<file path="src/rtl/if_pll_reconfig_ctrl_if.sv">
// if_pll_reconfig_ctrl_if: retune request side plus PLL reconfig-port and status signals
interface if_pll_reconfig_ctrl_if;
  logic [8:0] if_freq;
  logic       freq_strobe;
  logic       rc_busy;
  logic       pll_lock;
  logic [3:0] rc_counter_type;
  logic [2:0] rc_counter_param;
  logic [8:0] rc_data_in;
  logic       rc_write_param;
  logic       rc_reconfig;
  logic       pll_areset;
  logic       busy;
  logic       locked;
  logic       error;
  modport master (
    output if_freq, freq_strobe, rc_busy, pll_lock,
    input  rc_counter_type, rc_counter_param, rc_data_in, rc_write_param, rc_reconfig,
           pll_areset, busy, locked, error
  );
  modport slave (
    input  if_freq, freq_strobe, rc_busy, pll_lock,
    output rc_counter_type, rc_counter_param, rc_data_in, rc_write_param, rc_reconfig,
           pll_areset, busy, locked, error
  );
endinterface

</file>
<file path="src/rtl/if_pll_reconfig_ctrl.sv">
// if_pll_reconfig_ctrl: writes M/N/C0 into the PLL reconfig block, reconfigures, resets and waits for lock with retry
module if_pll_reconfig_ctrl #(
  parameter int N_DIV        = 1,
  parameter int C_DIV        = 4,
  parameter int M_MIN        = 4,
  parameter int M_MAX        = 400,
  parameter int LOCK_TIMEOUT = 65535,
  parameter int RESET_CYCLES = 16,
  parameter int MAX_RETRY    = 3
) (
  input logic clk,
  input logic rst_n,
  if_pll_reconfig_ctrl_if.slave pif
);
  localparam int TMAX = LOCK_TIMEOUT > RESET_CYCLES ? LOCK_TIMEOUT : RESET_CYCLES;
  localparam int CW = $clog2(TMAX + 1);
  localparam int RW = $clog2(MAX_RETRY + 2);
  // Each write/wait pair and the reconfig steps are adjacent so the next step is state + 1.
  typedef enum logic [3:0] {
    IDLE, WR_M, WAIT_M, WR_N, WAIT_N, WR_C, WAIT_C, RECONFIG, WAIT_RC, PRESET, WAIT_LOCK, DONE, FAIL
  } state_t;
  state_t state, nxt;
  logic [8:0] m_val, pend_val, req_val;
  logic pend_vld, req_vld, req_ok, seen, sync1, lock_s;
  logic [CW-1:0] cnt;
  logic [RW-1:0] retry;
  always_comb begin
    nxt = state_t'(state + 4'd1);
    req_vld = pif.freq_strobe | pend_vld;
    req_val = pif.freq_strobe ? pif.if_freq : pend_val;
    req_ok = req_val >= 9'(M_MIN) && req_val <= 9'(M_MAX);
  end
  always_ff @(posedge clk or negedge rst_n) begin
    if (!rst_n) begin
      state <= IDLE;
      m_val <= '0;
      pend_val <= '0;
      pend_vld <= 1'b0;
      seen <= 1'b0;
      sync1 <= 1'b0;
      lock_s <= 1'b0;
      cnt <= '0;
      retry <= '0;
      pif.rc_counter_type <= '0;
      pif.rc_counter_param <= '0;
      pif.rc_data_in <= '0;
      pif.rc_write_param <= 1'b0;
      pif.rc_reconfig <= 1'b0;
      pif.pll_areset <= 1'b0;
      pif.busy <= 1'b0;
      pif.locked <= 1'b0;
      pif.error <= 1'b0;
    end else begin
      sync1 <= pif.pll_lock;
      lock_s <= sync1;
      pif.rc_write_param <= 1'b0;
      pif.rc_reconfig <= 1'b0;
      if (pif.freq_strobe && state != IDLE) begin
        pend_vld <= 1'b1;
        pend_val <= pif.if_freq;
      end
      case (state)
        IDLE: begin
          pif.locked <= lock_s;
          if (req_vld) begin
            pend_vld <= 1'b0;
            if (req_ok) begin
              m_val <= req_val;
              pif.error <= 1'b0;
              pif.busy <= 1'b1;
              pif.locked <= 1'b0;
              state <= WR_M;
            end else pif.error <= 1'b1;
          end
        end
        WR_M, WR_N, WR_C: if (!pif.rc_busy) begin
          pif.rc_write_param <= 1'b1;
          pif.rc_counter_param <= 3'd7;
          pif.rc_counter_type <= state == WR_M ? 4'd1 : state == WR_N ? 4'd0 : 4'd4;
          pif.rc_data_in <= state == WR_M ? m_val : state == WR_N ? 9'(N_DIV) : 9'(C_DIV);
          seen <= 1'b0;
          cnt <= '0;
          state <= nxt;
        end
        // A write with no busy response within 4 cycles is taken as complete.
        WAIT_M, WAIT_N, WAIT_C, WAIT_RC: begin
          cnt <= cnt + 1'b1;
          if (pif.rc_busy) seen <= 1'b1;
          else if (seen || cnt == CW'(3)) begin
            cnt <= '0;
            pif.pll_areset <= state == WAIT_RC;
            state <= nxt;
          end
        end
        RECONFIG: begin
          pif.rc_reconfig <= 1'b1;
          seen <= 1'b0;
          cnt <= '0;
          state <= WAIT_RC;
        end
        PRESET: begin
          cnt <= cnt + 1'b1;
          if (cnt == CW'(RESET_CYCLES - 1)) begin
            cnt <= '0;
            pif.pll_areset <= 1'b0;
            state <= WAIT_LOCK;
          end
        end
        WAIT_LOCK: begin
          cnt <= cnt + 1'b1;
          if (lock_s) begin
            pif.busy <= 1'b0;
            pif.locked <= 1'b1;
            state <= DONE;
          end else if (cnt == CW'(LOCK_TIMEOUT - 1)) begin
            cnt <= '0;
            if (retry < RW'(MAX_RETRY)) begin
              retry <= retry + 1'b1;
              pif.pll_areset <= 1'b1;
              state <= PRESET;
            end else begin
              pif.busy <= 1'b0;
              pif.error <= 1'b1;
              state <= FAIL;
            end
          end
        end
        DONE: begin
          retry <= '0;
          pif.locked <= lock_s;
          state <= IDLE;
        end
        FAIL: begin
          retry <= '0;
          state <= IDLE;
        end
        default: state <= IDLE;
      endcase
    end
  end
endmodule

</file>
<file path="src/flat_wrapper.sv">
// flat-port wrapper written by rule: the top's interface ports become plain ports
module if_pll_reconfig_ctrl_flat 
#(
  parameter int N_DIV        = 1,
  parameter int C_DIV        = 4,
  parameter int M_MIN        = 4,
  parameter int M_MAX        = 400,
  parameter int LOCK_TIMEOUT = 65535,
  parameter int RESET_CYCLES = 16,
  parameter int MAX_RETRY    = 3
)
  (clk, rst_n, pif_if_freq, pif_freq_strobe, pif_rc_busy, pif_pll_lock, pif_rc_counter_type, pif_rc_counter_param, pif_rc_data_in, pif_rc_write_param, pif_rc_reconfig, pif_pll_areset, pif_busy, pif_locked, pif_error);
  if_pll_reconfig_ctrl_if pif_i ();
  input logic clk;
  input logic rst_n;
  input wire logic [$bits(pif_i.if_freq)-1:0] pif_if_freq;
  input wire logic [$bits(pif_i.freq_strobe)-1:0] pif_freq_strobe;
  input wire logic [$bits(pif_i.rc_busy)-1:0] pif_rc_busy;
  input wire logic [$bits(pif_i.pll_lock)-1:0] pif_pll_lock;
  output wire logic [$bits(pif_i.rc_counter_type)-1:0] pif_rc_counter_type;
  output wire logic [$bits(pif_i.rc_counter_param)-1:0] pif_rc_counter_param;
  output wire logic [$bits(pif_i.rc_data_in)-1:0] pif_rc_data_in;
  output wire logic [$bits(pif_i.rc_write_param)-1:0] pif_rc_write_param;
  output wire logic [$bits(pif_i.rc_reconfig)-1:0] pif_rc_reconfig;
  output wire logic [$bits(pif_i.pll_areset)-1:0] pif_pll_areset;
  output wire logic [$bits(pif_i.busy)-1:0] pif_busy;
  output wire logic [$bits(pif_i.locked)-1:0] pif_locked;
  output wire logic [$bits(pif_i.error)-1:0] pif_error;
  assign pif_i.if_freq = pif_if_freq;
  assign pif_i.freq_strobe = pif_freq_strobe;
  assign pif_i.rc_busy = pif_rc_busy;
  assign pif_i.pll_lock = pif_pll_lock;
  assign pif_rc_counter_type = pif_i.rc_counter_type;
  assign pif_rc_counter_param = pif_i.rc_counter_param;
  assign pif_rc_data_in = pif_i.rc_data_in;
  assign pif_rc_write_param = pif_i.rc_write_param;
  assign pif_rc_reconfig = pif_i.rc_reconfig;
  assign pif_pll_areset = pif_i.pll_areset;
  assign pif_busy = pif_i.busy;
  assign pif_locked = pif_i.locked;
  assign pif_error = pif_i.error;
  if_pll_reconfig_ctrl #(.N_DIV(N_DIV), .C_DIV(C_DIV), .M_MIN(M_MIN), .M_MAX(M_MAX), .LOCK_TIMEOUT(LOCK_TIMEOUT), .RESET_CYCLES(RESET_CYCLES), .MAX_RETRY(MAX_RETRY)) u_core (.clk(clk), .rst_n(rst_n), .pif(pif_i));
endmodule
</file>
<file path="config.mk">
export PLATFORM = sky130hd
export DESIGN_NAME = if_pll_reconfig_ctrl_flat
export DESIGN_NICKNAME = d
export VERILOG_FILES = /design/src/rtl/if_pll_reconfig_ctrl_if.sv /design/src/rtl/if_pll_reconfig_ctrl.sv /design/src/flat_wrapper.sv
export SDC_FILE = /design/constraint.sdc
export NUM_CORES = 1
export LEC_CHECK = 0
export ABC_AREA = 1
export CAP_MARGIN = 10
export CELL_PAD_IN_SITES_DETAIL_PLACEMENT = 1
export CELL_PAD_IN_SITES_GLOBAL_PLACEMENT = 1
export CORE_MARGIN = 2
export CORE_UTILIZATION = 30
export DETAILED_ROUTE_END_ITERATION = 10
export PLACE_DENSITY = 0.72
export SYNTH_ARGS = -nofsm -noshare
export SYNTH_HDL_FRONTEND = slang
export SYNTH_SLANG_ARGS = --single-unit
</file>
<file path="constraint.sdc">
create_clock -name clk -period 4.3 [get_ports clk]
set_input_delay 1.29 -clock clk [delete_from_list [all_inputs] [get_ports clk]]
set_output_delay 1.29 -clock clk [all_outputs]
set_load 0.02 [all_outputs]
</file>
After elaboration in Yosys (flattened, before gate mapping)
Cells that the tools add are included.
{"block": "word_totals", "word_cells": 137, "regBits": 65, "inputBits": 14}
{"block": "op_classes", "bitwise": 2, "order_cmp": 3, "n_mux": 58, "reduce_logical": 24, "n_addsub": 3, "eq_ne": 29}
{"cell": "2-to-1 mux 16 bit", "count": 6}
{"cell": "case mux 16 bit (5 select lines)", "count": 1}
{"cell": "2-to-1 mux 4 bit", "count": 9}
{"cell": "2-to-1 mux 1 bit", "count": 27}
{"cell": "case mux 4 bit (6 select lines)", "count": 1}
{"cell": "== test 4 bit, second input constant", "count": 5}
{"cell": "2-to-1 mux 3 bit", "count": 6}
{"cell": "2-to-1 mux 9 bit", "count": 2}
{"cell": "adder 16 x 1 -> 16 bit, second input constant", "count": 1}
{"cell": "== test 16 bit, second input constant", "count": 1}
{"cell": "== test 16 x 2 -> 1 bit, second input constant", "count": 1}
{"cell": "== test 16 x 4 -> 1 bit, second input constant", "count": 1}
{"cell": "== test 4 x 3 -> 1 bit, second input constant", "count": 4}
{"cell": "inequality test 2 x 1 -> 1 bit, second input constant", "count": 7}
{"cell": "AND reduction 7 bit", "count": 2}
{"cell": "inequality test 2 bit, second input constant", "count": 5}
{"cell": "AND reduction 5 bit", "count": 2}
{"cell": "greater-or-equal comparator 9 x 3 -> 1 bit, second input constant", "count": 1}
{"cell": "<= comparator 9 bit, second input constant", "count": 1}
{"cell": "case mux 1 bit (3 select lines)", "count": 3}
{"cell": "nonzero test 3 bit", "count": 3}
{"cell": "== test 4 x 2 -> 1 bit, second input constant", "count": 2}
{"cell": "case mux 3 bit (2 select lines)", "count": 1}
{"cell": "AND reduction 2 bit", "count": 3}
{"cell": "other kinds (20)", "count": 24}

Logic depth before layout (Yosys ltp)
Gate-level depths: netlist (run 1).
{"block": "depth", "ltp_word": 6, "ltp_mapped": 14, "depth_no_buf": 14}

Worst setup path before layout (run 1)
Ideal clock, no wire load.
{"block": "synth_timing", "path_kind": "in2reg", "start": "in pif_freq_strobe", "end": "reg u_core.state[3]", "setup_time_ps": 117, "cell_stages": 12, "required_time_ps": 4183, "path_slack_ps": 1920, "arrival_time_ps": 2263, "path_buffers": 0, "path_cell_list": "inv_1 -> nand2_1 -> nand2_1 -> nand2_1 -> nor2_1 -> nand2_1 -> nand2_2 -> nand2_1 -> nand2_2 -> nand3_2 -> nand2_1 -> nand2_1"}
{"block": "synth_via", "elab_chain_len": 5, "word_cells_on_any_way": 8}
{"item": "start: declaration", "line": "flat_wrapper.sv:17", "rtl": "input wire logic [$bits(pif_i.freq_strobe)-1:0] pif_freq_strobe;"}
{"item": "2-to-1 mux 9 bit", "line": "if_pll_reconfig_ctrl.sv:30", "rtl": "req_val = pif.freq_strobe ? pif.if_freq : pend_val;"}
{"item": "greater-or-equal comparator 9 x 3 -> 1 bit or <= comparator 9 bit (tied branches)", "line": "if_pll_reconfig_ctrl.sv:31", "rtl": "req_ok = req_val >= 9'(M_MIN) && req_val <= 9'(M_MAX);"}
{"item": "logical AND 1 bit", "line": "if_pll_reconfig_ctrl.sv:31"}
{"item": "inequality test 2 x 1 -> 1 bit (no line)"}
{"item": "AND reduction 7 bit (no line) (*)"}
{"item": "end signal: assignment", "line": "if_pll_reconfig_ctrl.sv:83", "rtl": "state <= nxt;"}
{"item": "end signal: assignment", "line": "if_pll_reconfig_ctrl.sv:92", "rtl": "state <= nxt;"}
{"item": "end: declaration", "line": "if_pll_reconfig_ctrl.sv:22", "rtl": "state_t state, nxt;"}
Every way passes the cells marked *; elsewhere a longest branch is shown, timed or not.
A chain may end at the register's enable or synchronous reset.

Final worst setup path (run 1)
{"block": "layout_timing", "start": "in pif_freq_strobe", "end": "reg u_core.state[1]"}
Same word-level chain as after synthesis.

==> results of run 1 <==
==> layout by cell type (no fill, tap or decap), drive strengths merged <==
cell	synthesis	final
nand3	31	31
buf	10	3
clkbuf	1	11
nand4	12	12
o21bai	3	3
nand2	164	164
a21oi	7	7
inv	64	64
o22ai	1	1
dfrtp	63	63
o21ai	45	45
xor2	4	4
nand3b	1	1
a211oi	1	1
nor3	4	4
ha	7	7
or2	2	2
clkdlybuf4s50	0	32
bufinv	0	2
xnor2	2	2
nor2	47	47
clkinv	0	3
o21a	1	1
conb	1	2
==> logic make-up after synthesis <==
| kind of cell | after synthesis | share of synthesized area (%) |
|---|---|---|
| other cells | 1 | 0.1080 |
| xor+xnor | 6 | 1.514 |
| fa+ha+maj | 7 | 2.522 |
| simple gates | 261 | 31.89 |
| buf+inv | 75 | 9.369 |
| flops | 63 | 45.41 |
| compound gates | 58 | 9.190 |
==> worst max-delay path, delay by kind of cell <==
family / cells / cell delay (ns)
and+or+nand+nor: 11 / 1.08
buffers and inverters: 2 / 0.91
==> per-layer routing <==
layer  vias up  wire [um]  share of wire [%]
li1       1555          -                  -
met1      1483       4103                 46
met2        42       4513                 50
met4         0         85               0.95
met5         -          0                  0
met3         7        269                3.0
==> final cells by class <==
class                      count  area (sq um)  share of cell area (%)
clock buffer                  11         232.7                   5.508
clock inverter                 5         82.58                   1.954
inverter                      64         240.2                   5.686
multi-input combinational    334          1574                   37.25
sequential                    63          1577                   37.31
tap                          143         178.9                   4.235
timing repair buffer          35         340.3                   8.054
==> power groups by stage <==
stage | clock network, W | logic [W] | registers (W)
2_1_floorplan | 0 | 0.000749 | 0.000982
3_3_place_gp | 0 | 0.00116 | 0.000929
3_5_place_dp | 0 | 0.00120 | 0.000935
4_1_cts | 0.000794 | 0.00121 | 0.000927
5_1_grt | 0.000813 | 0.00135 | 0.000950
6_report | 0.000775 | 0.00119 | 0.000925
==> state kept, by name, indices dropped and copies added, names as in the netlist, 2 cells and up <==
name / flops
u_core.m_val: 9
u_core.state: 4
u_core.pend_val: 9
u_core.cnt: 16
u_core.pif.rc_data_in: 9
u_core.retry: 3
u_core.pif.rc_counter_type: 2
==> per-stage QoR <==
stage	util (%)	area (sq um)	std cells	total power (W)	hold WS (ns)
3_3_place_gp	34.39	3910	639	0.002089	0.3325
6_report	37.16	4225	655	0.002887	0.3519
3_5_place_dp	34.39	3910	639	0.002133	0.3426
2_1_floorplan	-	3476	472	0.001730	0.3312
4_1_cts	37.16	4225	655	0.002930	0.3551
5_1_grt	37.16	4225	655	0.003117	0.3654
==> how the worst max path moves through the flow <==
stage / end / cells past startpoint
5_1_grt: u_core.state[2] / 13
3_5_place_dp: u_core.m_val[8] / 9
4_1_cts: u_core.state[1] / 13
6_report: u_core.state[1] / 13
2_1_floorplan: u_core.state[3] / 12
3_3_place_gp: u_core.m_val[2] / 9
==> qor.yml, run 1 <==
reg2reg_to: "u_core.cnt[6]"
dieArea_sq_mm: 0.01245
rrSetupSlack_ns: 1.83
synth_cells: 471
worstRegToRegCells: 8
cp-start-kind: "input pin"
worst_slack_ns: 1.231
die_h_um: 111.6
drv_slew: 0
synth_common_cells: "nand2_1 (159), dfrtp_1 (63), inv_1 (61)"
grt.met1_usage_pct: 19.11
leakagePower_nw: 2.078
status: "finished, final reports clean"
maxCapViolations: 0
share_seq_of_total_power_pct: 32.0
yosysTopAreaCell: "dfrtp_1"
synth_most_common_cell: "nand2_1"
setup_tns_ns: 0
seq_area_frac_synth_pct: 45.41
routed-via-count: 3087
worstPathArrival_ns: 3.29
yosysUniqueCellTypes: 32
grt_pass1_wl_um: 15700
postSynthAreaPerCell_sq_um: 7.372
min_to: "u_core.lock_s"
cts_tree: "built"
cpMostUsedCell: "nand2_1"
critPathKind: "input pin to flop"
synth_edf_count: 0
rsz0062_at_grt: "no"
clockBufferDepth: 2
cts_buffers: 9
synthTopCellsByArea: "dfrtp_1 (45%), nand2_1 (17%), inv_1 (6.6%), nor2_1 (4.8%), nand3_1 (4.3%)"
syn-cell-area_sq_mm: 0.003472
skew_ns: 0.008739
routed_wl_um: 8972
root_buffer: "clkbuf_16"
grt-ovfl-total: 0
hold_start: "u_core.sync1"
crit_path_max_incr_delay_ns: 0.64
hpwlAfterDp_um: 6758
grt_max_degree: 30
clkPwrFrac_pct: 26.8
period_needed_ns: 3.069
pre_cts_ws_ns: 0.9104
dr.first_iter.drc_count: 93
core_sq_mm: 0.01137
drtAntennaViolNets: 0
comb_power_share_pct: 41.1
n_fill_cell: 1394
worstMarginPinSlew_ns: 0.6603
antenna_cells: 0
wire_per_inst_um: 13.70
via_per_inst: 4.713
switchingPower_w: 0.001187
critPathMaxFanout: 14
cp-startpoint: "pif_freq_strobe"
clkLatencyLatePin_ns: 0.33
reg2reg_from: "u_core.state[0]"
cts_sinks: 63
ys_warn_count: 0
drive_gt1_share_pct: 7.031
cp_slowest_cell: "clkdlybuf4s50_1"
internal_power_w: 0.001700
grt_use_total_pct: 15.39
hold_path_class: "flop to flop"
die_w_um: 111.6
netlist.area_leader.share_pct: 45.41
whs_path_depth: 0
drc_errors: 0
routabilityCongestion: 0.8247
async_flop_share_pct: 100.0
drt-pass1-iter-count: 4
cts_resized: 0
maxSlewHeadroom_pct: 55.98
power_density_mw_per_mm2: 683.2
start_util_pct: 30.54
clk_pin_slew_ns: 0.05
grt_use_met3_pct: 4.192
cp_cell_sequence: "clkdlybuf4s50_1 > inv_1 > nand2_1 > nand2_1 > nand2_1 > nor2_1 > nand2_1 > nand2_2 > nand2_1 > nand2_2 > nand3_2 > nand2_1 > nand2_1"
ir_drop_v: 0.0002573
post_cts_buffers: 0
antenna_found_initial: 0
finalHoldViolCount: 0
worstPathRequired_ns: 4.52
setup_viol: 0
ys.flop_type: "dfrtp_1"
fmax_mhz: 325.8
nNetsFinal: 528
switching_share_pct: 41.11
endpoint_kind: "flop"
ctsHoldBuffers: 0
htree_levels: 3
grt_pass1_vias: 3296
grt.met2_usage_pct: 26.83
fin_crit_sh_pct: 71.37
rows: 39
io_buffers: 33
syn_to_final_growth_pct: 21.69
io_pins: 36
grt_busiest_layer: "met2"
ys_ff_latch: 63
(Power assumes the default switching activity.)
==> inputs of run 2 (changes only) <==
Clock period 4.3 ns to 3.03 ns, I/O delays scaled along.
==> run 2 against run 1 <==
  * Total power up 41%
  * Final cell count up 0.15%
  * Register-to-register slack worse by 1.2 ns
  * Via count up 0.39%
  * Routed wire length up 1.7%
  * Clock skew down 0.0034 ns
  * First-iteration DRC count up 25%
  * Die area unchanged
  * Sequential power up 42%
  * Combinational power up 44%
  * Critical path depth unchanged
  * Highest routed layer unchanged
==> qor.yml, run 2 (same netlist as run 1, synthesis figures left out) <==
status: "finished, final reports clean"
grt_pass1_vias: 3263  # -1.0%
skew_ns: 0.005389  # -0.003350 ns
io_pins: 36  # unchanged
wire_per_inst_um: 13.90  # +1.5%
dr.first_iter.drc_count: 116  # +25%
hpwlAfterDp_um: 6880  # +1.8%
routabilityCongestion: 0.8204  # -0.52%
grt_pass1_wl_um: 15790  # +0.62%
maxCapViolations: 0  # unchanged
nNetsFinal: 529  # +0.19%
worst_slack_ns: 0.3455  # -0.8854 ns
n_fill_cell: 1399  # +0.36%
reg2reg_to: "u_core.cnt[2]"
clockBufferDepth: 2  # unchanged
core_sq_mm: 0.01137  # unchanged
hold_path_class: "flop to flop"
drt-pass1-iter-count: 4  # unchanged
drive_gt1_share_pct: 7.407  # +0.38 points
grt_max_degree: 41  # +37%
endpoint_kind: "flop"
cp_cell_sequence: "clkdlybuf4s50_1 > inv_1 > nand2_1 > nand2_1 > nand2_1 > nor2_1 > nand2_1 > nand2_2 > nand2_1 > nand2_2 > nand3_2 > nand2_1 > nand2_1"
regMostFlops: "u_core.cnt"
rsz0062_at_grt: "no"
root_buffer: "clkbuf_16"
cp-start-kind: "input pin"
clk_pin_slew_ns: 0.06  # about the same
antenna_cells: 0  # unchanged
fin_crit_sh_pct: 88.60
worstPathArrival_ns: 2.91  # -0.38 ns
cp_slowest_cell: "clkdlybuf4s50_1"
crit_path_end: "u_core.state[2]"
dieArea_sq_mm: 0.01245  # unchanged
cts_resized: 0  # unchanged
rows: 39  # unchanged
largest_reg_flops: 16  # unchanged
antenna_found_initial: 0  # unchanged
setup_viol: 0  # unchanged
cts_sinks: 63  # unchanged
cp-startpoint: "pif_freq_strobe"
cpMostUsedCell: "nand2_1"
post_cts_buffers: 0  # unchanged
worstMarginPinSlew_ns: 0.6010  # -0.05924 ns
pre_cts_ws_ns: -0.002121  # -0.9125 ns
reg2reg_from: "u_core.state[1]"
grt_use_total_pct: 15.71  # +0.32 points
start_util_pct: 30.54  # unchanged
die_w_um: 111.6  # unchanged
die_h_um: 111.6  # unchanged
crit_path_max_incr_delay_ns: 0.64  # about the same
drtAntennaViolNets: 0  # unchanged
drv_slew: 0  # unchanged
clkLatencyLatePin_ns: 0.34  # about the same
fmax_mhz: 372.5
drc_errors: 0  # unchanged
layout_common_cells: "nand2_1 (159), dfrtp_1 (63), inv_1 (61)"
final_common_cell: "nand2_1"
period_needed_ns: 2.685
cts_buffers: 9  # unchanged
cts_tree: "built"
critPathMaxFanout: 14  # unchanged
ctsHoldBuffers: 0  # unchanged
via_per_inst: 4.724  # +0.24%
maxSlewHeadroom_pct: 59.93  # +3.9 points
dpl_cell_area_sq_mm: 0.003930  # +0.51%
ir_drop_v: 0.0004828  # +88%
cp_top_family: "simple AND/OR/NAND/NOR gates"
cp.depth: 13  # unchanged
worstPathRequired_ns: 3.26  # -1.26 ns
rrSetupSlack_ns: 0.59  # -1.24 ns
design_area_sq_mm: 0.004230  # +0.12%
syn_to_final_growth_pct: 21.84
grt-ovfl-total: 0  # unchanged
worstRegToRegCells: 8  # unchanged
crit_buf_inv: 2  # unchanged
routed_wl_um: 9121  # +1.7%
htree_levels: 3  # unchanged
leakagePower_nw: 2.083  # +0.24%
routed-via-count: 3099  # +0.39%
finalHoldViolCount: 0  # unchanged
critPathKind: "input pin to flop"
power_density_mw_per_mm2: 963.7  # +41%
io_buffers: 33  # unchanged
run 2: cell count changes in the layout (fill, tap and decap cells not counted):
cell       previous run  this run
clkinv_2              1         2
bufinv_16             2         1
clkbuf_1              2         1
clkbuf_8              0         1
buf_12                0         1
run 2: stage by stage:
stage | hold slack (ns) | power, W | utilization (%) | instances | TNS [ns]
2_1_floorplan | 0.3312 | 0.002455 | - | 472 | 0
3_3_place_gp | 0.3356 | 0.002991 | 34.57 | 640 | 0
3_5_place_dp | 0.3491 | 0.003050 | 34.57 | 640 | -0.002121
4_1_cts | 0.3625 | 0.004133 | 37.21 | 656 | 0
5_1_grt | 0.3698 | 0.004403 | 37.21 | 656 | 0
6_report | 0.3559 | 0.004077 | 37.21 | 656 | 0
run 2: worst register-to-register path, stage by stage, from the launching register on:
cell     delay [ns]
dfrtp_1        0.42
ha_1           0.34
nand2_1        0.17
a21oi_1        0.40
nor2_1         0.12
nand2_1        0.11
nand2_2        0.19
nor2_2         0.46
nor2_1         0.11
run 2: worst min path at each step:
stage | start | slack [ns] | cells past startpoint | to
2_1_floorplan | u_core.sync1 | 0.33 | 0 | u_core.lock_s
3_3_place_gp | u_core.sync1 | 0.34 | 0 | u_core.lock_s
3_5_place_dp | u_core.sync1 | 0.35 | 0 | u_core.lock_s
4_1_cts | u_core.sync1 | 0.36 | 0 | u_core.lock_s
5_1_grt | u_core.sync1 | 0.37 | 0 | u_core.lock_s
6_report | u_core.sync1 | 0.36 | 0 | u_core.lock_s
run 2: area by class of cell:
| type | instances | area (sq um) | area share [%] |
|---|---|---|---|
| Sequential cell | 63 | 1577 | 37.27 |
| Tap cell | 143 | 178.9 | 4.230 |
| Clock buffer | 11 | 242.7 | 5.738 |
| Timing Repair Buffer | 36 | 360.3 | 8.518 |
| Inverter | 64 | 240.2 | 5.679 |
| Multi-Input combinational cell | 334 | 1574 | 37.21 |
| Clock inverter | 5 | 57.56 | 1.361 |
run 2: power by group:
part | switching (W) | internal, W | leakage (nW)
sequential | 0.000185 | 0.00112 | 0.812
clock | 0.000395 | 0.000659 | 0.149
combinational | 0.00112 | 0.000590 | 1.12
total | 0.00170 | 0.00237 | 2.08
run 2: per-layer routing:
layer	up-vias	part of all wire (%)	track usage [%]
met2	35	48	27.28
met3	12	2.9	4.300
li1	1549	-	-
met4	0	1.6	4.362
met5	-	0	0
met1	1503	47	19.24
==> inputs of run 3 (changes only) <==
Settings changed: CAP_MARGIN 10 to 20, CTS_CLUSTER_SIZE set to 20.
==> results of run 3 <==
Same layout as run 2: the final DEF is identical, and so are final timing and power.
